**config.mk**
```make
export PLATFORM = sky130hd
export DESIGN_NAME = btn_debounce
export DESIGN_NICKNAME = d
export VERILOG_FILES = /design/src/rtl/btn_debounce.sv
export SDC_FILE = /design/constraint.sdc
export NUM_CORES = 1
export LEC_CHECK = 0
export CORE_UTILIZATION = 32
export DETAILED_ROUTE_END_ITERATION = 10
export GPL_TIMING_DRIVEN = 0
export PLACE_DENSITY_LB_ADDON = 0.08
export REMOVE_ABC_BUFFERS = 1
export SYNTH_ARGS = -nofsm -noshare
export SYNTH_HDL_FRONTEND = slang
export SYNTH_SLANG_ARGS = --single-unit
```
**constraint.sdc**
```tcl
create_clock -name CLK -period 4.9 [get_ports CLK]
set_clock_uncertainty 0.15 [all_clocks]
set_input_delay 1.47 -clock CLK [delete_from_list [all_inputs] [get_ports CLK]]
set_output_delay 1.47 -clock CLK [all_outputs]
set_load 0.02 [all_outputs]
```
**src/rtl/btn_debounce.sv**
```systemverilog
// ============================================================================
//  Module      : btn_debounce
//  Description : Synchronizes the raw pushbutton on PIN_6 into the CLK domain
//                and debounces it, producing a clean level plus single-cycle
//                press and release strobes for downstream clock-enable use.
//  Revision    : 1.0 - initial release
// ============================================================================
`default_nettype none

module btn_debounce #(
    parameter int DEBOUNCE_CYCLES = 160000,
    parameter int SYNC_STAGES     = 2
) (
    input  logic CLK,
    input  logic RST_N,
    input  logic PIN_6,
    output logic BTN_LEVEL,
    output logic BTN_PRESS,
    output logic BTN_RELEASE
);

    localparam int CNT_W = (DEBOUNCE_CYCLES + 1 > 1) ? $clog2(DEBOUNCE_CYCLES + 1) : 1;

    // Terminal count: the Nth consecutive mismatching sample commits the change.
    localparam logic [CNT_W-1:0] c_term = CNT_W'(DEBOUNCE_CYCLES - 1);

    logic [SYNC_STAGES-1:0] r_sync;
    logic                   w_sync_q;
    logic                   r_level;
    logic [CNT_W-1:0]       r_cnt;
    logic                   r_press;
    logic                   r_release;

    assign w_sync_q = r_sync[SYNC_STAGES-1];

    // Metastability chain; PIN_6 is read only by the first flop.
    always_ff @(posedge CLK) begin
        if (!RST_N) begin
            r_sync <= '0;
        end else begin
            r_sync <= {r_sync[SYNC_STAGES-2:0], PIN_6};
        end
    end

    // Debounce counter: count consecutive mismatches, commit level at terminal count.
    always_ff @(posedge CLK) begin
        if (!RST_N) begin
            r_level   <= 1'b0;
            r_cnt     <= '0;
            r_press   <= 1'b0;
            r_release <= 1'b0;
        end else begin
            r_press   <= 1'b0;
            r_release <= 1'b0;
            if (w_sync_q == r_level) begin
                // Any return to the stable level restarts the run.
                r_cnt <= '0;
            end else if (r_cnt == c_term) begin
                r_level   <= w_sync_q;
                r_cnt     <= '0;
                r_press   <= w_sync_q;
                r_release <= ~w_sync_q;
            end else begin
                r_cnt <= r_cnt + 1'b1;
            end
        end
    end

    assign BTN_LEVEL   = r_level;
    assign BTN_PRESS   = r_press;
    assign BTN_RELEASE = r_release;

endmodule

`default_nettype wire

```
; ---- After elaboration in Yosys (flattened, before gate mapping)
; Cells that the tools add are included.
[op_classes]
add_sub_neg = 1
mul = 0
n_div = 0
magnitude_cmp = 0
eq_ne = 2
shift = 0
n_mux = 0
n_bitwise = 4
reduce_logical = 3
[ops]
columns = op, count
row1 = $add 18x1->18 const B, 1
row2 = $eq 18x18->1 const B, 1
row3 = $reduce_or 3->1, 2
row4 = $not 1->1, 4
row5 = $reduce_and 2->1, 1
row6 = $eq 1x1->1, 1
[word_totals]
register_bits = 23
latch_bits = 0
ram_bits = 0
mem_bits_ro = 0
in_bits = 3
out_inout_bits = 3
wordCells = 15
memories = 0

; ---- Longest topological paths before layout
[logic_depth]
ltp_word = 3
mapped_depth = 6
ltp_nobuf = 5

; ---- Worst setup path before layout
; OpenSTA, ideal clock, no wires.
[synth_path]
path_type = input port to flip-flop
startpoint = in RST_N
endpoint = reg r_cnt[11]
setup_ns = 0.064
arrival_ns = 1.952
required_time_ns = 4.686
slack_ns = 2.734
stages = 4
path_buffers = 1
path_cell_list = o21a_1 o21ai_4 buf_6 nor2_1
[synth_between]
elab_chain_len = 2
[synth_rtl]
columns = element, line_no
row1 = from (decl), 15  ; input logic RST_N,
row2 = $not 1->1 (no line), --
row3 = $reduce_or 3->1 (no line), --
row4 = to (signal assigned), 64  ; r_cnt <= r_cnt + 1'b1;
row5 = to (decl), 30  ; logic [CNT_W-1:0] r_cnt;
; No other way between the ends.
; A chain may end at the register's enable or synchronous reset.

; ---- Worst setup path in the final report
[layout_path]
startpoint = reg r_level (netlist: BTN_LEVEL)
endpoint = out BTN_LEVEL
[layout_lines]
columns = element, line_no
row1 = from (decl), 29  ; logic r_level;
row2 = from (signal assigned), 59  ; r_level <= w_sync_q;
row3 = to (decl), 17  ; output logic BTN_LEVEL,
; No word-level cell between the ends.

==> summary.txt <==
Run status
  • Status: complete, no violations

Final layout
  • Layout area overhead: 10.5%
  • Final core area utilization: 0.386
  • Proportion of layout cells with a drive suffix above 1: 0.0603
  • Fin nets: 121
  • # diodes: 0

Flow run
  • MaxCap Viol Count: 0

STA
  • Total negative slack: 0 ns
  • Hold Vio Cnt, Final: 0
  • Peak Freq: ~0.34 GHz
  • Hold slack: 0.292 ns
  • RSZ-0062 raised after global routing: false
  • Fin crit share: 0.598
  • Min Clock Period, post-route: between 2 and 3 ns
  • Setup violators final: 0
  • Fin. max-slew vios: 0
  • Slew HR: 0.453
  • Final worst slack: a little under 2 ns
  • Actual slew at the worst max-slew pin: 0.814 ns

GRT
  • Vias in the first global route: ~730
  • Remaining Overflow, GRT: 0
  • Overall routing resource usage: 0.140
  • First-pass GRT wire length: 3.48 mm
  • Initial antenna violation count: 0
  • Largest net degree at the start of global routing: 16

Critical path
  • Buf/Inv on CP: 1
  • CP delay by family, top: buffers and inverters
  • CP max stage delay: 0.62 ns
  • Worst r2r path cells: 4
  • Critical Path RT: about 3.3 ns
  • WS Path Type: reg2out
  • CP Max Fanout: 4
  • Critical path arrival: 1.31 ns
  • Critical path, cell by cell: clkdlybuf4s50_1
  • Worst setup EP type: output pin
  • Slowest stage cell, crit path: clkdlybuf4s50_1
  • CP Launch Type: register
  • Crit path depth: 1

Detailed routing
  • First-pass DRT Iterations: 4
  • Post-Route WL: 1.84 mm
  • Detail Route Antenna Nets: 0
  • DRC violations left: 0
  • DR vias: between 700 and 800
  • Avg Vias per Cell: 5.27
  • Wire per inst: ~12 microns
  • Initial DRC count: 43

Clock network
  • Htree depth: 1
  • CTS Buffer Depth: 2
  • Hold-fix buffers, CTS: 0
  • Cts bufs inserted: 3
  • CTS tree: built
  • Worst-Skew Late Latency: about 0.31 ns
  • PostCTS Resize Cnt: 0
  • Post-CTS setup buffer count: 0
  • Root Buffer: clkbuf_4
  • Reg clk slew, reported paths: 0.12 ns
  • Clk sinks: 23

Floorplanning
  • Io pins: 6
  • Starting Density: 0.349
  • Core Rows: 19
  • DIE AREA: between 3000 and 4000 sq um
  • Die Span Y: 57.6 microns
  • Placeable Area: 2830 sq um
  • Die Wd: ~58 microns

Synthesis
  • Synth Cell Area: 988 sq um
  • Unique masters post-synth: 28
  • Ys flop type: dfxtp_1
  • Post-Syn Area per Cell: between 9 and 10 sq um
  • Register area share after synthesis: 0.466
  • Yosys warns: 0
  • FFs w/ async S/R, synth: 0
  • Synth Register Bits: 23
  • Cells after Synth: 108
  • Number of synthesized flops with an enable pin: 0

Power and ir drop
  • Total internal power: around 0.22 mW
  • Gate power share: 0.018
  • Total power: 0.281 mW
  • Leakage power: 0.319 nW
  • Clk pwr share: 0.312
  • Net Sw Frac: 0.209
  • Seq pwr share: 0.670
  • Switching power: a little under 0.06 mW
  • Cell Pwr Density: between 200 and 300 nW/um^2
  • Max VDD drop: 0.164 mV

Min path
  • Worst Hold Class: reg2reg
  • Worst Hold Path Cells: 1

Placed design
  • Count of buffers from port buffering: 5
  • Detailed-placement wirelength estimate: 1.37 mm
  • GP Congestion: roughly 0.74
  • Place WS: slightly above 2 ns
## cell usage in the layout, fill, tap and decap left out, types with 3 or more instances in the layout
| master | Yosys | final |
|---|---|---|
| xnor2_1 | 10 | 10 |
| clkdlybuf4s50_1 | 0 | 5 |
| inv_1 | 3 | 3 |
| nand3_1 | 7 | 7 |
| nand2_1 | 6 | 6 |
| nor4_1 | 6 | 6 |
| dfxtp_1 | 23 | 23 |
| xor2_1 | 3 | 3 |
| nand4_1 | 5 | 5 |
| clkbuf_4 | 0 | 3 |
| nor3_1 | 4 | 4 |
| nor2_1 | 18 | 18 |
## power by group through the flow
stage / Combinational [mW] / Clock [mW] / Sequential [mW]
after CTS: 0.00511 / 0.0937 / 0.189
after detailed placement: 0.00508 / 0 / 0.193
after floorplan: 0.00239 / 0 / 0.193
after global placement: 0.00500 / 0 / 0.193
after global routing: 0.00570 / 0.105 / 0.189
final: 0.00498 / 0.0878 / 0.188
## final timing paths
kind / from / to / slack (ns)
worst max-delay path: BTN_LEVEL$_SDFFE_PN0P_ / BTN_LEVEL / 1.97
worst min-delay path: r_sync[0]$_SDFF_PN0_ / r_sync[1]$_SDFF_PN0_ / 0.29
worst max register to register: r_cnt[6]$_SDFF_PP0_ / r_cnt[17]$_SDFF_PP0_ / 2.75
worst min register to register: r_sync[0]$_SDFF_PN0_ / r_sync[1]$_SDFF_PN0_ / 0.29
## Yosys cell counts (3+ instances only)
cell type / number / area share
xor2_1: 3 / 0.027
nor3_1: 4 / 0.020
nor2_1: 18 / 0.068
nand3_1: 7 / 0.035
xnor2_1: 10 / 0.089
dfxtp_1: 23 / 0.47
inv_1: 3 / 0.011
nand2_1: 6 / 0.023
nor4_1: 6 / 0.038
nand4_1: 5 / 0.032
## logic make-up after synthesis
| kind of cell | after synthesis | share of synthesized area |
|---|---|---|
| AOI/OAI and AO/OA | 6 | 0.0506 |
| and+or+nand+nor | 59 | 0.313 |
| muxes | 2 | 0.0203 |
| DFF | 23 | 0.466 |
| xor gates and xnor gates | 13 | 0.115 |
| buffers and inverters | 4 | 0.0228 |
| adders and majority gates | 1 | 0.0127 |
## sequential cells by signal, indices dropped and copies added, names as in the netlist
register and count:
r_cnt 18, r_sync 2, BTN_LEVEL 1, BTN_PRESS 1, BTN_RELEASE 1
## area by class of cell
cell class | count | area [sq um]
fillers | 290 | 1740
inverters | 3 | 11.3
flip-flops and latches | 23 | 460
multi-input cells | 81 | 505
repair buffers | 5 | 50.0
clock buffers | 4 | 26.3
well taps | 31 | 38.8
## metal layers
metal,global-route usage,vias to the layer above,share of wire
met4,0.0418,0,0.0098
met3,0.0476,2,0.061
met2,0.193,15,0.43
li1,-,395,-
met5,0,-,0
met1,0.205,362,0.50
## worst reg2reg max path: cells and delay by family (launching register included)
| family | cells | cell delay [ns] |
|---|---|---|
| mux | 1 | 0.17 |
| flops | 1 | 0.43 |
| simple gates | 3 | 1.32 |
## metrics by stage
stage,instance area [sq um],instances
global route,1090,147
floorplan,977,107
global placement,1070,143
finish,1090,147
detailed placement,1070,143
CTS,1090,147
No activity file was read; power rests on OpenSTA's default activity.
